<file path="src/rtl/tile_hit_judge.sv">
// Lane press judge: decides hit or miss for each accepted key press, issues the
// two-cycle score increment, tracks misses and escaped tiles, and declares game over.
//
//  state  | meaning
//  -------+------------------------------------------------------------
//  IDLE   | waiting for startn; outputs quiet, lives = MAX_MISSES
//  PLAY   | judging escapes and key presses
//  HIT1   | first increment cycle (tile_clear pulses on entry)
//  HIT2   | second increment cycle
//  MISS   | miss pulse cycle; lives already reduced
//  OVER   | game_over high until startn
module tile_hit_judge #(
    parameter int LANES          = 4,
    parameter int MAX_MISSES     = 3,
    parameter int LOCKOUT_CYCLES = 500000
) (
    input  logic             clock,
    input  logic             resetn,
    input  logic             startn,
    input  logic [LANES-1:0] key_n,
    input  logic [LANES-1:0] tile_in_zone,
    input  logic [LANES-1:0] tile_escape,
    output logic             increment,
    output logic [LANES-1:0] tile_clear,
    output logic             miss,
    output logic [2:0]       lives,
    output logic             game_over,
    output logic             playing
);

    localparam logic [2:0] S_IDLE = 3'd0;
    localparam logic [2:0] S_PLAY = 3'd1;
    localparam logic [2:0] S_HIT1 = 3'd2;
    localparam logic [2:0] S_HIT2 = 3'd3;
    localparam logic [2:0] S_MISS = 3'd4;
    localparam logic [2:0] S_OVER = 3'd5;

    localparam logic [2:0]  MAX_M     = 3'(MAX_MISSES);
    localparam logic [19:0] LOCK_LOAD = 20'(LOCKOUT_CYCLES);

    logic [2:0]       state;
    logic [LANES-1:0] key_s1;
    logic [LANES-1:0] key_s2;
    logic [LANES-1:0] key_prev;
    logic [LANES-1:0] press_evt;
    logic [LANES-1:0] press_oh;
    logic [19:0]      lockout;
    logic [2:0]       pending;
    logic [2:0]       misses;
    logic [2:0]       misses_inc;
    logic             service;
    logic             accept;
    logic             hit;
    logic             esc_any;

    always_ff @(posedge clock or negedge resetn) begin
        if (!resetn) begin
            key_s1   <= '1;
            key_s2   <= '1;
            key_prev <= '1;
        end else begin
            key_s1   <= key_n;
            key_s2   <= key_s1;
            key_prev <= key_s2;
        end
    end

    // Falling edge of the synced key; the lowest lane wins by isolating the lowest set bit.
    assign press_evt  = ~key_s2 & key_prev;
    assign press_oh   = press_evt & (~press_evt + LANES'(1));
    assign esc_any    = |tile_escape;
    assign service    = (state == S_PLAY) && startn && (pending != 3'd0);
    assign accept     = (state == S_PLAY) && startn && (pending == 3'd0) &&
                        (lockout == 20'd0) && (|press_oh);
    assign hit        = |(press_oh & tile_in_zone);
    assign misses_inc = misses + 3'd1;

    always_ff @(posedge clock or negedge resetn) begin
        if (!resetn) begin
            pending <= 3'd0;
        end else if ((state == S_IDLE) || !startn) begin
            pending <= 3'd0;
        end else if (service && !esc_any) begin
            pending <= pending - 3'd1;
        end else if (esc_any && !service && (pending != 3'd7)) begin
            pending <= pending + 3'd1;
        end
    end

    always_ff @(posedge clock or negedge resetn) begin
        if (!resetn) begin
            lockout <= 20'd0;
        end else if ((state == S_IDLE) && !startn) begin
            lockout <= 20'd0;
        end else if (accept) begin
            lockout <= LOCK_LOAD;
        end else if (lockout != 20'd0) begin
            lockout <= lockout - 20'd1;
        end
    end

    always_ff @(posedge clock or negedge resetn) begin
        if (!resetn) begin
            state      <= S_IDLE;
            misses     <= 3'd0;
            increment  <= 1'b0;
            tile_clear <= '0;
            miss       <= 1'b0;
            lives      <= MAX_M;
            game_over  <= 1'b0;
            playing    <= 1'b0;
        end else begin
            increment  <= 1'b0;
            tile_clear <= '0;
            miss       <= 1'b0;
            case (state)
                S_IDLE: begin
                    if (!startn) begin
                        state     <= S_PLAY;
                        misses    <= 3'd0;
                        lives     <= MAX_M;
                        game_over <= 1'b0;
                        playing   <= 1'b1;
                    end
                end
                S_PLAY, S_HIT1, S_HIT2, S_MISS: begin
                    if (!startn) begin
                        state     <= S_IDLE;
                        misses    <= 3'd0;
                        lives     <= MAX_M;
                        game_over <= 1'b0;
                        playing   <= 1'b0;
                    end else if (state == S_PLAY) begin
                        // Escapes outrank presses; a press seen alongside one is dropped.
                        if (service || (accept && !hit)) begin
                            state     <= S_MISS;
                            miss      <= 1'b1;
                            misses    <= misses_inc;
                            lives     <= MAX_M - misses_inc;
                            game_over <= (misses_inc == MAX_M);
                        end else if (accept) begin
                            state      <= S_HIT1;
                            tile_clear <= press_oh;
                            increment  <= 1'b1;
                        end
                    end else if (state == S_HIT1) begin
                        state     <= S_HIT2;
                        increment <= 1'b1;
                    end else if (state == S_HIT2) begin
                        state <= S_PLAY;
                    end else begin
                        if (misses == MAX_M) begin
                            state   <= S_OVER;
                            playing <= 1'b0;
                        end else begin
                            state <= S_PLAY;
                        end
                    end
                end
                S_OVER: begin
                    if (!startn) begin
                        state     <= S_IDLE;
                        misses    <= 3'd0;
                        lives     <= MAX_M;
                        game_over <= 1'b0;
                    end
                end
                default: begin
                    state   <= S_IDLE;
                    playing <= 1'b0;
                end
            endcase
        end
    end

endmodule
</file>
<file path="config.mk">
export PLATFORM = sky130hd
export DESIGN_NAME = tile_hit_judge
export DESIGN_NICKNAME = d
export VERILOG_FILES = /design/src/rtl/tile_hit_judge.sv
export SDC_FILE = /design/constraint.sdc
export NUM_CORES = 1
export LEC_CHECK = 0
export ABC_AREA = 1
export CAP_MARGIN = 30
export CORE_MARGIN = 5
export CORE_UTILIZATION = 30
export DETAILED_ROUTE_END_ITERATION = 12
export GPL_ROUTABILITY_DRIVEN = 0
export PLACE_DENSITY = 0.46
export SYNTH_ARGS = -nofsm -noshare
export SYNTH_HDL_FRONTEND = slang
export SYNTH_SLANG_ARGS = --single-unit
export TNS_END_PERCENT = 50
</file>
<file path="constraint.sdc">
create_clock -name clock -period 6.7 [get_ports clock]
set_clock_uncertainty 0.2 [all_clocks]
set_input_delay 1.005 -clock clock [delete_from_list [all_inputs] [get_ports clock]]
set_output_delay 1.005 -clock clock [all_outputs]
set_load 0.005 [all_outputs]
</file>
==> results.cfg <==
[outcome]
status = finished clean

[layout]
layout.cells.most_common_list = sky130_fd_sc_hd__nand2_1 (50), sky130_fd_sc_hd__nor2_1 (49), sky130_fd_sc_hd__inv_1 (40)
final_layout_size_suffix_gt1_share_pct = 14.62
flow.area_growth_from_synthesis_pct = 17.48
finish.instance_area_um2 = 3078
final_net_count = 361
final_core_utilization_pct = 35.64
antennaDiodeCount = 0
layout.cells.non_filler = 450
layout_commonest_cell = sky130_fd_sc_hd__nand2_1
fillCellCount = 900

[drt]
route.antenna.remaining_nets = 0
detailedRoute.firstPassIterationCount = 4
post-route-drc-count = 0
drtIter0Drc = 70
avgRoutedWirePerCell_um = 12.43
vias = 2071
routed_via_density = 4.602
postRouteWirelength_mm = 5.592

[power]
seq_power_share_pct = 40.1
p_clk_share_pct = 16.0
vdd_ir_drop_max_mv = 0.1267
internal_power_uw = 673.1
cellPowerDensity_nw_per_um2 = 387.1
leakagePower_uw = 0.001394
combPwrFrac_pct = 43.8
p_switching_uw = 518.4
design_power_total_uw = 1191
power.switching_fraction_pct = 43.51

[critical_path]
critical_path_peak_fanout = 7
worst-endpoint-arrival_ns = 3.18
timing_worst_setup_path_type = input port to flip-flop
worstSetupStartpointType = input port
worst_ep_required_time_ns = 6.70
timing.critical_path.to_type = flip-flop

[logic_synthesis]
syn_avg_cell_area_um2 = 8.424
synth-warning-count = 0
ys_ff_latch = 51
syn_inst = 311
synth_fp_nets = 331
synth_cell_type_count = 35
post_synth_instance_area_um2 = 2620
synth-seq-area-share_pct = 49.38

[floorplanning]
floorplan.rows = 34
die_outline_area_um2 = 10700
io_pins = 26
die_w_um = 103.5
initial_core_util_pct = 30.34
die_h_um = 103.5
core_area_um2 = 8636

[global_route]
grt_antenna_before_repair = 0
first_global_vias = 2036
grt_max_degree = 52
grt_util_all_layers_pct = 11.27
grt_overflow = 0
wire_length_of_the_first_global_routing_pass_mm = 9.542

[timing]
timing_max_transition_violations_final = 0
rsz_0062_raised_after_global_routing = false
fmaxAchievable_ghz = 0.3147
tns_ns = 0
final-hold-violation-count = 0
final_count_of_negative_setup_slack_endpoints = 0
fin_crit_ns = 3.178
timing_worst_slew_pin_value_ns = 0.6556
timing.slew.headroom_pct = 56.29
fin_crit_sh_pct = 47.43

[clocking]
tritoncts = yes
post_cts_setup_repair_bufs = 0
clock_pin_slew_reported_for_the_worst_setup_and_hold_paths_after_clock_tree_synthesis_ns = 0.11
cts-buffers-inserted = 5
insertion_delay_ns = 0.31
holdBufCountCts = 0
clock_root_buffer = sky130_fd_sc_hd__clkbuf_8
clock-sinks = 51
cts_repair_resize_count = 0
cts_max_level = 2
clock_tree.buffer_depth = 2

[worst_hold_path]
min_path_type = flip-flop to flip-flop

[placed_design]
place.port_buffers = 25
place.detailed.instances = 442
hpwl_after_detailed_placement_mm = 4.175
dpl_cell_area_um2 = 2984

[job]
timing.max_cap.violations = 0
==> power groups by stage <==
stage	clock, µW	sequential [µW]	combinational [µW]
after floorplan	0	465	397
after global placement	0	485	526
after detailed placement	0	484	523
after CTS	200	478	529
after global routing	210	492	598
final	191	478	522
==> synthesized netlist by cell type, drive strengths merged <==
cell type	number	area share [%]
buf	3	0.91
dfstp	14	14
clkinv	1	0.19
nor3	15	3.5
xor2	9	3.0
or2	1	0.24
a221oi	1	0.33
fa	1	0.76
a21oi	12	2.3
nor2	59	10
and3	1	0.24
a211oi	3	0.86
or3	1	0.24
ha	4	1.9
nand2	54	8.3
o22ai	2	0.48
dfrtp	37	35
nor4	3	0.72
xnor2	3	1.0
o311ai	1	0.33
nand4	6	1.4
o21ai	17	3.2
nand3	18	4.0
inv	45	6.4
==> per-stage QoR <==
step	hold WS, ns	setup WS, ns
6_report	0.1608	3.522
5_1_grt	0.1661	3.353
4_1_cts	0.1638	3.528
3_5_place_dp	0.1476	3.210
3_3_place_gp	0.1455	3.301
2_1_floorplan	0.1452	4.081
==> worst max-delay path, stage by stage <==
cell and delay (ns):
sky130_fd_sc_hd__clkdlybuf4s50_1 0.61, sky130_fd_sc_hd__inv_2 0.12, sky130_fd_sc_hd__nor2_2 0.15, sky130_fd_sc_hd__inv_1 0.05, sky130_fd_sc_hd__nor2_1 0.19, sky130_fd_sc_hd__nand3_1 0.19
sky130_fd_sc_hd__fa_1 0.41, sky130_fd_sc_hd__xnor2_1 0.17, sky130_fd_sc_hd__xor2_1 0.17, sky130_fd_sc_hd__o22ai_1 0.11
==> metal layers <==
metal  GRT usage (%)  vias to the layer above  wire length, µm
met5               0                        -                0
met4           3.088                        0               67
met3           2.347                        6              170
met2           19.26                       32             2699
met1           14.44                      982             2655
li1                -                     1051                -
==> final cells by class <==
cell class | count | area, µm² | share of cell area (%)
Timing Repair Buffer | 26 | 252.7 | 8.211
Tap cell | 108 | 135.1 | 4.390
Clock inverter | 3 | 25.02 | 0.8130
Sequential cell | 51 | 1294 | 42.03
Clock buffer | 5 | 68.82 | 2.236
Multi-Input combinational cell | 211 | 1129 | 36.67
Inverter | 46 | 173.9 | 5.650
==> sequential cells by signal (all words and copies together) (netlist names), 2 cells and up <==
signal,cells
state,3
key_prev,4
lives,3
lockout,20
key_s2,4
tile_clear,4
misses,2
pending,3
key_s1,4
==> cell families (layout without fill, tap and decap cells) <==
group	after synthesis	after routing	synth area share, %
flip-flops	51	51	49.38
AO/OA/AOI/OAI	36	36	7.545
XOR/XNOR	12	12	4.012
AND/OR/NAND/NOR	158	158	28.85
buffers and inverters	49	80	7.545
adder cells (fa/ha/maj)	5	5	2.674
==> final timing paths <==
| check | startpoint | to | slack [ns] | depth (start not counted) |
|---|---|---|---|---|
| max | startn | pending[2] | 3.52 | 10 |
| min | key_s1[3] | key_s2[3] | 0.16 | 0 |
| max reg2reg | lockout[0] | lockout[13] | 4.22 | 11 |
| min reg2reg | key_s1[3] | key_s2[3] | 0.16 | 0 |
| max in group asynchronous | resetn | lockout[1] | 5.27 | 2 |
| min in group asynchronous | resetn | tile_clear[2] | 0.60 | 2 |
Power figures use the tool's default switching activity.
